File: config.mk
export PLATFORM = sky130hd
export DESIGN_NAME = layer2_window_fetch_flat
export DESIGN_NICKNAME = d
export VERILOG_FILES = /design/src/rtl/cnn_pkg.sv /design/src/rtl/layer2_window_fetch_if.sv /design/src/rtl/win_skid_buf.sv /design/src/rtl/layer2_window_fetch.sv /design/src/flat_wrapper.sv
export SDC_FILE = /design/constraint.sdc
export NUM_CORES = 1
export LEC_CHECK = 0
export BUFFER_PORTS_ARGS = -buffer_cell sky130_fd_sc_hd__buf_4
export CAP_MARGIN = 40
export CORE_MARGIN = 1.5
export CORE_UTILIZATION = 29
export CTS_CLUSTER_DIAMETER = 30
export DETAILED_ROUTE_END_ITERATION = 8
export HOLD_SLACK_MARGIN = 0.1
export PLACE_DENSITY = 0.56
export SYNTH_ARGS = -nofsm -noshare
export SYNTH_HDL_FRONTEND = slang
export SYNTH_SLANG_ARGS = --single-unit
File: constraint.sdc
create_clock -name clk -period 3.4 [get_ports clk]
set_input_delay 0.85 -clock clk [delete_from_list [all_inputs] [get_ports clk]]
set_output_delay 0.85 -clock clk [all_outputs]
set_load 0.005 [all_outputs]
File: src/rtl/cnn_pkg.sv
// Constants and types shared by the layer-2 window fetch path:
// map geometry, FSM state encoding and the per-word tag carried beside the pixel data.
package cnn_pkg;
   localparam int MAP_W  = 30;
   localparam int K      = 3;
   localparam int OUT_W  = MAP_W - K + 1;
   localparam int DATA_W = 128;

   typedef enum logic [1:0] {
      ST_IDLE  = 2'd0,
      ST_FETCH = 2'd1,
      ST_DRAIN = 2'd2,
      ST_DONE  = 2'd3
   } win_fetch_state_t;

   typedef struct packed {
      logic [3:0] tap;
      logic [7:0] row;
      logic [7:0] col;
      logic       last_tap;
      logic       last;
   } win_tag_t;

   // Row-major tap number inside the 3x3 kernel
   function automatic logic [3:0] tap_index(input logic [1:0] k_row, input logic [1:0] k_col);
      return ({2'b00, k_row} * 4'd3) + {2'b00, k_col};
   endfunction
endpackage

File: src/rtl/layer2_window_fetch_if.sv
// Valid/ready window stream from the fetch block to the layer-2 convolution engine.
interface layer2_window_fetch_if #(
   parameter int DATA_W = 128
);
   logic              win_valid;
   logic              win_ready;
   logic [DATA_W-1:0] win_data;
   logic [3:0]        win_tap;
   logic [7:0]        win_row;
   logic [7:0]        win_col;
   logic              win_last_tap;
   logic              win_last;

   modport master (
      output win_valid, win_data, win_tap, win_row, win_col, win_last_tap, win_last,
      input  win_ready
   );

   modport slave (
      input  win_valid, win_data, win_tap, win_row, win_col, win_last_tap, win_last,
      output win_ready
   );
endinterface

File: src/rtl/win_skid_buf.sv
// Two-entry FIFO holding captured memory words with their tags; entry 0 is always the
// head so the stream outputs come straight from registers.
module win_skid_buf
   import cnn_pkg::*;
#(
   parameter int DATA_W = cnn_pkg::DATA_W
) (
   input  logic              clk,
   input  logic              rst,
   input  logic              push,
   input  logic [DATA_W-1:0] push_data,
   input  win_tag_t          push_tag,
   input  logic              pop,
   output logic [1:0]        occupancy,
   output logic              head_valid,
   output logic [DATA_W-1:0] head_data,
   output win_tag_t          head_tag
);
   logic              valid0_r;
   logic              valid1_r;
   logic [DATA_W-1:0] data0_r;
   logic [DATA_W-1:0] data1_r;
   win_tag_t          tag0_r;
   win_tag_t          tag1_r;

   // Shift-register FIFO: a pop moves entry 1 forward, a push fills the first free slot
   always_ff @(posedge clk or negedge rst) begin
      if (!rst) begin
         valid0_r <= 1'b0;
         valid1_r <= 1'b0;
         data0_r  <= '0;
         data1_r  <= '0;
         tag0_r   <= '0;
         tag1_r   <= '0;
      end else begin
         case ({push, pop})
            2'b10: begin
               if (!valid0_r) begin
                  data0_r  <= push_data;
                  tag0_r   <= push_tag;
                  valid0_r <= 1'b1;
               end else begin
                  data1_r  <= push_data;
                  tag1_r   <= push_tag;
                  valid1_r <= 1'b1;
               end
            end
            2'b01: begin
               data0_r  <= data1_r;
               tag0_r   <= tag1_r;
               valid0_r <= valid1_r;
               valid1_r <= 1'b0;
            end
            2'b11: begin
               if (valid1_r) begin
                  data0_r <= data1_r;
                  tag0_r  <= tag1_r;
                  data1_r <= push_data;
                  tag1_r  <= push_tag;
               end else begin
                  data0_r <= push_data;
                  tag0_r  <= push_tag;
               end
            end
            default: begin
               valid0_r <= valid0_r;
            end
         endcase
      end
   end

   assign occupancy  = {valid0_r & valid1_r, valid0_r ^ valid1_r};
   assign head_valid = valid0_r;
   assign head_data  = data0_r;
   assign head_tag   = tag0_r;
endmodule

File: src/rtl/layer2_window_fetch.sv
// Walks every 3x3 window of the layer-1 result map, issues the nine tap reads per output
// position and streams the returned words downstream through a 2-entry skid buffer.
module layer2_window_fetch
   import cnn_pkg::*;
#(
   parameter int MAP_W  = cnn_pkg::MAP_W,
   parameter int K      = cnn_pkg::K,
   parameter int DATA_W = cnn_pkg::DATA_W,
   parameter int ADDR_W = 16
) (
   input  logic                 clk,
   input  logic                 rst,
   input  logic                 start,
   output logic                 busy,
   output logic                 done,
   output logic [ADDR_W-1:0]    read_row_addr,
   output logic [ADDR_W-1:0]    read_col_addr,
   output logic                 layer1_result_read_signal,
   input  logic [DATA_W-1:0]    layer1_result_output,
   layer2_window_fetch_if.master win
);
   localparam int OUT_W = MAP_W - K + 1;

   win_fetch_state_t  state_r;
   logic              busy_r;
   logic              done_r;
   logic              rd_en_r;
   logic [1:0]        k_col_r;
   logic [1:0]        k_row_r;
   logic [7:0]        out_col_r;
   logic [7:0]        out_row_r;
   logic [ADDR_W-1:0] row_addr_r;
   logic [ADDR_W-1:0] col_addr_r;
   logic              inflight_r;
   win_tag_t          inflight_tag_r;

   logic [1:0]        k_col_nx_s;
   logic [1:0]        k_row_nx_s;
   logic [7:0]        out_col_nx_s;
   logic [7:0]        out_row_nx_s;
   logic              kc_wrap_s;
   logic              kr_wrap_s;
   logic              oc_wrap_s;
   logic              or_wrap_s;
   logic              pop_s;
   logic [2:0]        pending_s;
   logic              issue_s;
   logic              last_issue_s;
   logic              drain_empty_s;
   win_tag_t          issue_tag_s;

   logic [1:0]        occ_s;
   logic              head_valid_s;
   logic [DATA_W-1:0] head_data_s;
   win_tag_t          head_tag_s;

   // Issue decision: words already buffered plus the one in flight must leave room
   always_comb begin
      pop_s     = head_valid_s & win.win_ready;
      pending_s = {1'b0, occ_s} + {2'b00, inflight_r} - {2'b00, pop_s};
      if ((state_r == ST_FETCH) && (pending_s < 3'd2)) begin
         issue_s = 1'b1;
      end else begin
         issue_s = 1'b0;
      end
      last_issue_s  = issue_s & kc_wrap_s & kr_wrap_s & oc_wrap_s & or_wrap_s;
      drain_empty_s = !inflight_r && ((occ_s == 2'd0) || ((occ_s == 2'd1) && pop_s));
   end

   // Next window position: k_col innermost, then k_row, out_col, out_row
   always_comb begin
      kc_wrap_s    = (k_col_r == 2'(K - 1));
      kr_wrap_s    = (k_row_r == 2'(K - 1));
      oc_wrap_s    = (out_col_r == 8'(OUT_W - 1));
      or_wrap_s    = (out_row_r == 8'(OUT_W - 1));
      k_col_nx_s   = k_col_r;
      k_row_nx_s   = k_row_r;
      out_col_nx_s = out_col_r;
      out_row_nx_s = out_row_r;
      if (!kc_wrap_s) begin
         k_col_nx_s = k_col_r + 2'd1;
      end else begin
         k_col_nx_s = 2'd0;
         if (!kr_wrap_s) begin
            k_row_nx_s = k_row_r + 2'd1;
         end else begin
            k_row_nx_s = 2'd0;
            if (!oc_wrap_s) begin
               out_col_nx_s = out_col_r + 8'd1;
            end else begin
               out_col_nx_s = 8'd0;
               if (!or_wrap_s) begin
                  out_row_nx_s = out_row_r + 8'd1;
               end else begin
                  out_row_nx_s = 8'd0;
               end
            end
         end
      end
      issue_tag_s.tap      = tap_index(k_row_r, k_col_r);
      issue_tag_s.row      = out_row_r;
      issue_tag_s.col      = out_col_r;
      issue_tag_s.last_tap = kc_wrap_s & kr_wrap_s;
      issue_tag_s.last     = kc_wrap_s & kr_wrap_s & oc_wrap_s & or_wrap_s;
   end

   // Position counters and address registers; the address on the bus is the one being issued
   always_ff @(posedge clk or negedge rst) begin
      if (!rst) begin
         k_col_r        <= 2'd0;
         k_row_r        <= 2'd0;
         out_col_r      <= 8'd0;
         out_row_r      <= 8'd0;
         row_addr_r     <= '0;
         col_addr_r     <= '0;
         inflight_r     <= 1'b0;
         inflight_tag_r <= '0;
      end else begin
         inflight_r <= issue_s;
         if (issue_s) begin
            inflight_tag_r <= issue_tag_s;
         end
         if ((state_r == ST_IDLE) && start) begin
            k_col_r    <= 2'd0;
            k_row_r    <= 2'd0;
            out_col_r  <= 8'd0;
            out_row_r  <= 8'd0;
            row_addr_r <= '0;
            col_addr_r <= '0;
         end else if (issue_s) begin
            k_col_r    <= k_col_nx_s;
            k_row_r    <= k_row_nx_s;
            out_col_r  <= out_col_nx_s;
            out_row_r  <= out_row_nx_s;
            row_addr_r <= ADDR_W'(out_row_nx_s) + ADDR_W'(k_row_nx_s);
            col_addr_r <= ADDR_W'(out_col_nx_s) + ADDR_W'(k_col_nx_s);
         end
      end
   end

   // Scan sequencer with registered busy/done/read-enable
   always_ff @(posedge clk or negedge rst) begin
      if (!rst) begin
         state_r <= ST_IDLE;
         busy_r  <= 1'b0;
         done_r  <= 1'b0;
         rd_en_r <= 1'b0;
      end else begin
         case (state_r)
            ST_IDLE: begin
               done_r <= 1'b0;
               if (start) begin
                  state_r <= ST_FETCH;
                  busy_r  <= 1'b1;
                  rd_en_r <= 1'b1;
               end else begin
                  busy_r  <= 1'b0;
                  rd_en_r <= 1'b0;
               end
            end
            ST_FETCH: begin
               if (last_issue_s) begin
                  state_r <= ST_DRAIN;
               end
            end
            ST_DRAIN: begin
               // Leave as the final word is accepted so done lands on the next cycle
               if (drain_empty_s) begin
                  state_r <= ST_DONE;
                  done_r  <= 1'b1;
                  rd_en_r <= 1'b0;
               end
            end
            ST_DONE: begin
               state_r <= ST_IDLE;
               done_r  <= 1'b0;
               busy_r  <= 1'b0;
               rd_en_r <= 1'b0;
            end
            default: begin
               state_r <= ST_IDLE;
               done_r  <= 1'b0;
               busy_r  <= 1'b0;
               rd_en_r <= 1'b0;
            end
         endcase
      end
   end

   win_skid_buf #(
      .DATA_W (DATA_W)
   ) u_skid (
      .clk        (clk),
      .rst        (rst),
      .push       (inflight_r),
      .push_data  (layer1_result_output),
      .push_tag   (inflight_tag_r),
      .pop        (pop_s),
      .occupancy  (occ_s),
      .head_valid (head_valid_s),
      .head_data  (head_data_s),
      .head_tag   (head_tag_s)
   );

   assign busy                      = busy_r;
   assign done                      = done_r;
   assign read_row_addr             = row_addr_r;
   assign read_col_addr             = col_addr_r;
   assign layer1_result_read_signal = rd_en_r;
   assign win.win_valid             = head_valid_s;
   assign win.win_data              = head_data_s;
   assign win.win_tap               = head_tag_s.tap;
   assign win.win_row               = head_tag_s.row;
   assign win.win_col               = head_tag_s.col;
   assign win.win_last_tap          = head_tag_s.last_tap;
   assign win.win_last              = head_tag_s.last;
endmodule
File: src/flat_wrapper.sv
// flat-port wrapper written by rule: the top's interface ports become plain ports
module layer2_window_fetch_flat import cnn_pkg::*;
#(
   parameter int MAP_W  = cnn_pkg::MAP_W,
   parameter int K      = cnn_pkg::K,
   parameter int DATA_W = cnn_pkg::DATA_W,
   parameter int ADDR_W = 16
)
  (clk, rst, start, busy, done, read_row_addr, read_col_addr, layer1_result_read_signal, layer1_result_output, win_win_valid, win_win_data, win_win_tap, win_win_row, win_win_col, win_win_last_tap, win_win_last, win_win_ready);
  layer2_window_fetch_if #(.DATA_W(DATA_W)) win_i ();
  input  logic clk;
  input  logic rst;
  input  logic start;
  output logic busy;
  output logic done;
  output logic [ADDR_W-1:0] read_row_addr;
  output logic [ADDR_W-1:0] read_col_addr;
  output logic layer1_result_read_signal;
  input  logic [DATA_W-1:0] layer1_result_output;
  output wire logic [$bits(win_i.win_valid)-1:0] win_win_valid;
  output wire logic [$bits(win_i.win_data)-1:0] win_win_data;
  output wire logic [$bits(win_i.win_tap)-1:0] win_win_tap;
  output wire logic [$bits(win_i.win_row)-1:0] win_win_row;
  output wire logic [$bits(win_i.win_col)-1:0] win_win_col;
  output wire logic [$bits(win_i.win_last_tap)-1:0] win_win_last_tap;
  output wire logic [$bits(win_i.win_last)-1:0] win_win_last;
  input wire logic [$bits(win_i.win_ready)-1:0] win_win_ready;
  assign win_win_valid = win_i.win_valid;
  assign win_win_data = win_i.win_data;
  assign win_win_tap = win_i.win_tap;
  assign win_win_row = win_i.win_row;
  assign win_win_col = win_i.win_col;
  assign win_win_last_tap = win_i.win_last_tap;
  assign win_win_last = win_i.win_last;
  assign win_i.win_ready = win_win_ready;
  layer2_window_fetch #(.MAP_W(MAP_W), .K(K), .DATA_W(DATA_W), .ADDR_W(ADDR_W)) u_core (.clk(clk), .rst(rst), .start(start), .busy(busy), .done(done), .read_row_addr(read_row_addr), .read_col_addr(read_col_addr), .layer1_result_read_signal(layer1_result_read_signal), .layer1_result_output(layer1_result_output), .win(win_i));
endmodule
# Yosys cells after proc, flatten, opt, wreduce, memory -nomap -nowiden

Cells that the tools add are included.

Flip-flop bits (word level): 382
Bits of input ports: 132
Output and inout port bits: 186
Word-level logic and storage cells: 138

Add/subtract/negate cells: 9
Multipliers: 1
Magnitude comparators: 1
Equal/unequal tests: 17
Muxes and demuxes: 48
Bitwise gates (word level): 10
Reduce and logical (&&, ||, !) cells: 22

Operator list:

| operator                                                              | count |
|---|---|
| 128-bit 2-to-1 mux                                                    | 4 |
| 128-bit one-hot mux with 3 select lines                               | 1 |
| 128-bit one-hot mux with 2 select lines                               | 1 |
| 22-bit 2-to-1 mux                                                     | 4 |
| 8-bit 2-to-1 mux                                                      | 11 |
| 22-bit one-hot mux with 3 select lines                                | 1 |
| 16-bit 2-to-1 mux                                                     | 4 |
| 22-bit one-hot mux with 2 select lines                                | 1 |
| 2-bit 2-to-1 mux                                                      | 10 |
| 8-bit by 2-bit adder with 9-bit output                                | 2 |
| 8-bit by 1-bit adder with 8-bit output, second input constant         | 2 |
| 8-bit by 5-bit equality test with 1-bit output, second input constant | 2 |
| 2-bit equality test, second input constant                            | 6 |
| 2-bit nonzero test                                                    | 5 |
| 1-bit AND                                                             | 9 |
| 2-bit inequality test, second input constant                          | 4 |
| 1-bit one-hot mux with 2 select lines                                 | 4 |
| 2-bit one-hot mux with 4 select lines                                 | 1 |
| 2-bit AND reduction                                                   | 4 |
| 2-bit by 1-bit equality test with 1-bit output, second input constant | 3 |
| 3-bit AND reduction                                                   | 2 |
| 3-bit nonzero test                                                    | 2 |
| 1-bit 2-to-1 mux                                                      | 5 |
| 2-bit by 1-bit adder with 2-bit output, second input constant         | 2 |
| 13 further kinds                                                      | 18 |

# Depth between registers and ports, before layout

Depth after elaboration: 12
Depth in mapped cells: 14
Gate-level depth less buffers: 13

# By module

A second synthesis with hierarchy kept.

Cells, all modules: 1301
Area, all modules: 17018.8 µm²

Modules (own cells, without submodules):

| module              | times used | cells each | area each (µm²) | sequential area each (µm²) |
|---|---|---|---|---|
| win_skid_buf        | 1          | 856        | 13088.8         | 7557.2 |
| layer2_window_fetch | 1          | 445        | 3930.0          | 1651.6 |

# Worst setup path after synthesis

OpenSTA, ideal clock, no wires.

Kind: register -> register
Start: register u_core.out_row_r[0]
End: register u_core.row_addr_r[7], in the netlist u_core.read_row_addr[7]
Setup time: 0.069 ns
Arrival: 3.181 ns
Required time: 3.331 ns
Setup slack: 0.150 ns
Cell stages (with the launch flop): 13
Path buffers: 2
Period minus slack after synthesis: 3.250 ns
Cell sequence: dfrtp_1 ha_1 buf_4 or4b_2 or2_2 clkbuf_1 nand3_1 nand2_1 ha_1 a21oi_1 or3_1 or4_1 nand3_1

Longest elaborated chain between the ends: 8
Elaborated cells between the ends (all ways): 9
Classes of those cells: add/sub: 2; eq/ne: 1; mux: 6

Ends and longest elaborated chain:

| element                                                                                                         | RTL line                                             | RTL |
|---|---|---|
| from (decl)                                                                                                     | layer2_window_fetch.sv:31                            | `logic [7:0] out_row_r;` |
| from (signal assigned)                                                                                          | layer2_window_fetch.sv:134                           | `out_row_r <= out_row_nx_s;` |
| 8-bit by 1-bit adder with 8-bit output / 8-bit by 5-bit equality test with 1-bit output (equally long branches) | layer2_window_fetch.sv:93, layer2_window_fetch.sv:75 |  |
| 8-bit 2-to-1 mux                                                                                                | layer2_window_fetch.sv:92                            | `if (!or_wrap_s) begin` |
| 8-bit 2-to-1 mux                                                                                                | layer2_window_fetch.sv:88                            | `if (!oc_wrap_s) begin` |
| 8-bit 2-to-1 mux                                                                                                | layer2_window_fetch.sv:84                            | `if (!kr_wrap_s) begin` |
| 8-bit 2-to-1 mux (*)                                                                                            | layer2_window_fetch.sv:80                            | `if (!kc_wrap_s) begin` |
| 8-bit by 2-bit adder with 9-bit output (*)                                                                      | layer2_window_fetch.sv:135                           | `row_addr_r <= ADDR_W'(out_row_nx_s) + ADDR_W'(k_row_nx_s);` |
| 16-bit 2-to-1 mux (*)                                                                                           | layer2_window_fetch.sv:130                           | `end else if (issue_s) begin` |
| 16-bit 2-to-1 mux (*)                                                                                           | layer2_window_fetch.sv:123                           | `if ((state_r == ST_IDLE) && start) begin` |
| to (signal assigned)                                                                                            | layer2_window_fetch.sv:135                           |  |
| to (decl)                                                                                                       | layer2_window_fetch.sv:32                            | `logic [ADDR_W-1:0] row_addr_r;` |

Mark *: on every way between the ends. The rest lies on a longest branch, timed or not. The select of a mux whose other input is x is not followed.
A chain may end at the register's enable or synchronous reset.

# Final worst setup path

Same ends and word-level chain as after synthesis.

==> results.md <==
* Run status: completed
* Sequential share of the synthesized area at 56.3%
* HP Class: input port to async pin
* Die W at 240 um
* Post-Syn Area per Cell at 11.5 um2
* Inserted Diodes at 0
* Die Height at 240 um
* Switching Share at 31.7%
* Final Hold Vio Count at 0
* Root buffer cell: clkbuf_16
* Area of the core at 55400 um2
* Unrepaired setup endpoints after global routing: no
* Synth area leader: dfrtp_1
* DP HPWL at 27400 um
* Die area at 57800 um2
* Drt drc at 0
* Reg power frac at 30.6%
* Crit-path cells: ha_1, or4b_2, or2_2, nand3_1, nand2_1, ha_1, a21oi_2, or3_1, or4_1, nand3_1
* Mean routed wirelength per cell at 16.3 um
* Number of synthesized flops with an enable pin at 0
* Sink Count at 368
* Cts bufs inserted at 95
* Critical Path RT at 3.93 ns
* # hold bufs at CTS at 0
* Register bit count reported by yosys at 368
* Antenna Violating Nets Remaining at 0
* Setup_tns at 0 ns
* Post-synth ARST share at 100%
* Area Overhead vs Synth at 39.7%
* Via count at 11900
* Fmax at 306 MHz
* IO Port Bufs at 303
* Post-route non-filler standard cell count at 2590
* Ys Warns at 0
* Post-synthesis instance area at 16400 um2
* Synth top area share at 56.3%
* Cell Area, Placed at 19600 um2
* Final RePlAce weighted congestion at 0.847
* Slew HR at 41.0%
* Clock skew at 0.0137 ns
* Slowest library cell on the worst path: or4b_2
* Clk pwr share at 36.8%
* Static Leak at 10.6 nW
* Max-cap violations at 0
* Clk pin slew, worst setup/hold paths at 0.04 ns
* Slew at the pin closest to its max-slew limit at 0.881 ns
* Critical path startpoint category: flop
* Vias in the first global route at 12300
* Post-synthesis cell count at 1425
* Distinct cells, synth at 64
* Final setup vio count at 0
* Row count at 86
* Internal at 16.6 mW
* Layout Utilization at 41.2%
* Design area at 22800 um2
* Worst skew pair latency at 0.60 ns
* Reported net switching power at 7.73 mW
* Cell Pwr Density at 1070 nW/um2
* Final worst slack at 0.134 ns
* Critical path peak fanout at 7
* Place WS at 0.0556 ns
* Initial core utilization at 29.5%
* Comb power frac at 32.6%
* WS Path Type: flop to flop
* CP Capture Type: flop
* Worst Path Arrival at 3.80 ns
* Count leader, synth: dfrtp_1
* Max Slew Vio Count at 0
* Placed cell count at 2423
* Largest net degree at the start of global routing at 139
* Initial antenna violation count at 0
* Overall power at 24.4 mW
* Routed WL at 42200 um
* Tmin final at 3.27 ns
* Area contributors post-synth: dfrtp_1, mux2_2, mux2i_1, nand2_1, o21ai_0
* Main flop type after synthesis: dfrtp_1
* Hold_ws at 0.205 ns
* Period Utilization, post-route at 96.0%
* Average vias per placed instance at 4.59
* Top-Level Pins at 318
* First-pass GRT wire length at 66800 um
* First-pass DRT Iterations at 4
* Peak VDD IR at 0.579 mV
* Largest stage delay on the critical path at 0.64 ns
* Congestion Overflow GR at 0
* H-tree depth at 3
* Worst-case clock buffer depth at 3
* Nets at 1928
* Initial DRC count at 657
* GRT Util Overall at 14.6%
* CTS tree: yes
* Layout cells sized above 1 at 36.0%
* Synth top cells by count: dfrtp_1, nand2_1, o21ai_0
[kinds of logic (layout without fill, tap and decap cells)]
group	after synthesis	after routing	synth area share [%]
adder cells (fa/ha/maj)	24	24	2.07
other	1	14	0.0229
AO/OA/AOI/OAI	241	241	8.03
AND/OR/NAND/NOR	348	348	9.20
flip-flops	368	368	56.3
XOR/XNOR	15	15	0.803
buffers and inverters	120	524	3.53
multiplexers	308	308	20.0
[worst paths after layout]
check                                       startpoint                           to  slack, ns  cells after the start
max in group asynchronous                          rst  u_core.u_skid.head_data[49]       2.18                      3
setup reg to reg                   u_core.out_row_r[0]      u_core.read_row_addr[7]       0.13                     10
min in group clk           u_core.u_skid.head_data[25]  u_core.u_skid.head_data[25]       0.47                      2
hold / removal                                     rst    u_core.u_skid.data1_r[17]       0.20                      1
hold reg to reg            u_core.u_skid.head_data[25]  u_core.u_skid.head_data[25]       0.47                      2
setup / recovery                   u_core.out_row_r[0]      u_core.read_row_addr[7]       0.13                     10
[state kept, by name, summed over array words and instances, names as in the netlist, 2 cells and up]
| name | count |
|---|---|
| u_core.inflight_tag_r | 22 |
| u_core.k_col_r | 2 |
| u_core.k_row_r | 2 |
| u_core.out_col_r | 8 |
| u_core.out_row_r | 8 |
| u_core.read_col_addr | 9 |
| u_core.read_row_addr | 9 |
| u_core.state_r | 2 |
| u_core.u_skid.data1_r | 128 |
| u_core.u_skid.head_data | 128 |
| u_core.u_skid.head_tag | 22 |
| u_core.u_skid.tag1_r | 22 |
[layout by cell type, fill, tap and decap left out, types with 7 or more instances in the layout]
| master | n |
|---|---|
| a21oi_1 | 18 |
| buf_12 | 13 |
| buf_4 | 328 |
| bufinv_16 | 11 |
| clkbuf_1 | 16 |
| clkbuf_16 | 97 |
| clkbuf_8 | 18 |
| clkinv_2 | 13 |
| conb_1 | 14 |
| dfrtp_1 | 368 |
| ha_1 | 19 |
| inv_1 | 15 |
| mux2_2 | 154 |
| mux2i_1 | 154 |
| nand2_1 | 251 |
| nand3_1 | 12 |
| nor2_1 | 30 |
| nor3_1 | 9 |
| o21ai_0 | 187 |
| xnor2_1 | 8 |
| xor2_1 | 7 |
[cell type report]
class,count,area [um2]
clock buffer,131,2740
clock inverter,36,507
fill,5361,32600
inverter,15,56.3
multi-input combinational,950,6670
sequential,368,9210
tap,748,936
timing repair buffer,342,2740
[metal layers]
layer | GRT usage [%] | up-vias | wire [um]
met1 | 19.1 | 5816 | 18700
met2 | 21.8 | 334 | 19000
li1 | - | 5646 | -
met3 | 4.71 | 105 | 3070
met5 | 0 | - | 0
met4 | 6.56 | 0 | 1470
[power groups by stage]
| stage | Sequential, mW | Combinational, mW | Clock [mW] |
|---|---|---|---|
| 3_3_place_gp | 7.42 | 7.91 | 0 |
| 6_report | 7.45 | 7.95 | 8.98 |
| 4_1_cts | 7.47 | 8.13 | 9.17 |
| 5_1_grt | 7.70 | 8.88 | 9.42 |
| 2_1_floorplan | 7.30 | 4.88 | 0 |
| 3_5_place_dp | 7.51 | 8.10 | 0 |
[worst max-delay path: cells and delay by family (launching register included)]
kind	cells	cell delay, ns
AOI/OAI and AO/OA	1	0.08
and+or+nand+nor	7	2.16
adders and majority gates	2	0.52
DFF	1	0.44
[timing repair]
action | 4_1_cts | 5_1_grt
setup buffers | 0 | 0
gates resized for setup | 0 | 3
endpoints found under the setup margin | 0 | 5
Power figures use the tool's default switching activity.
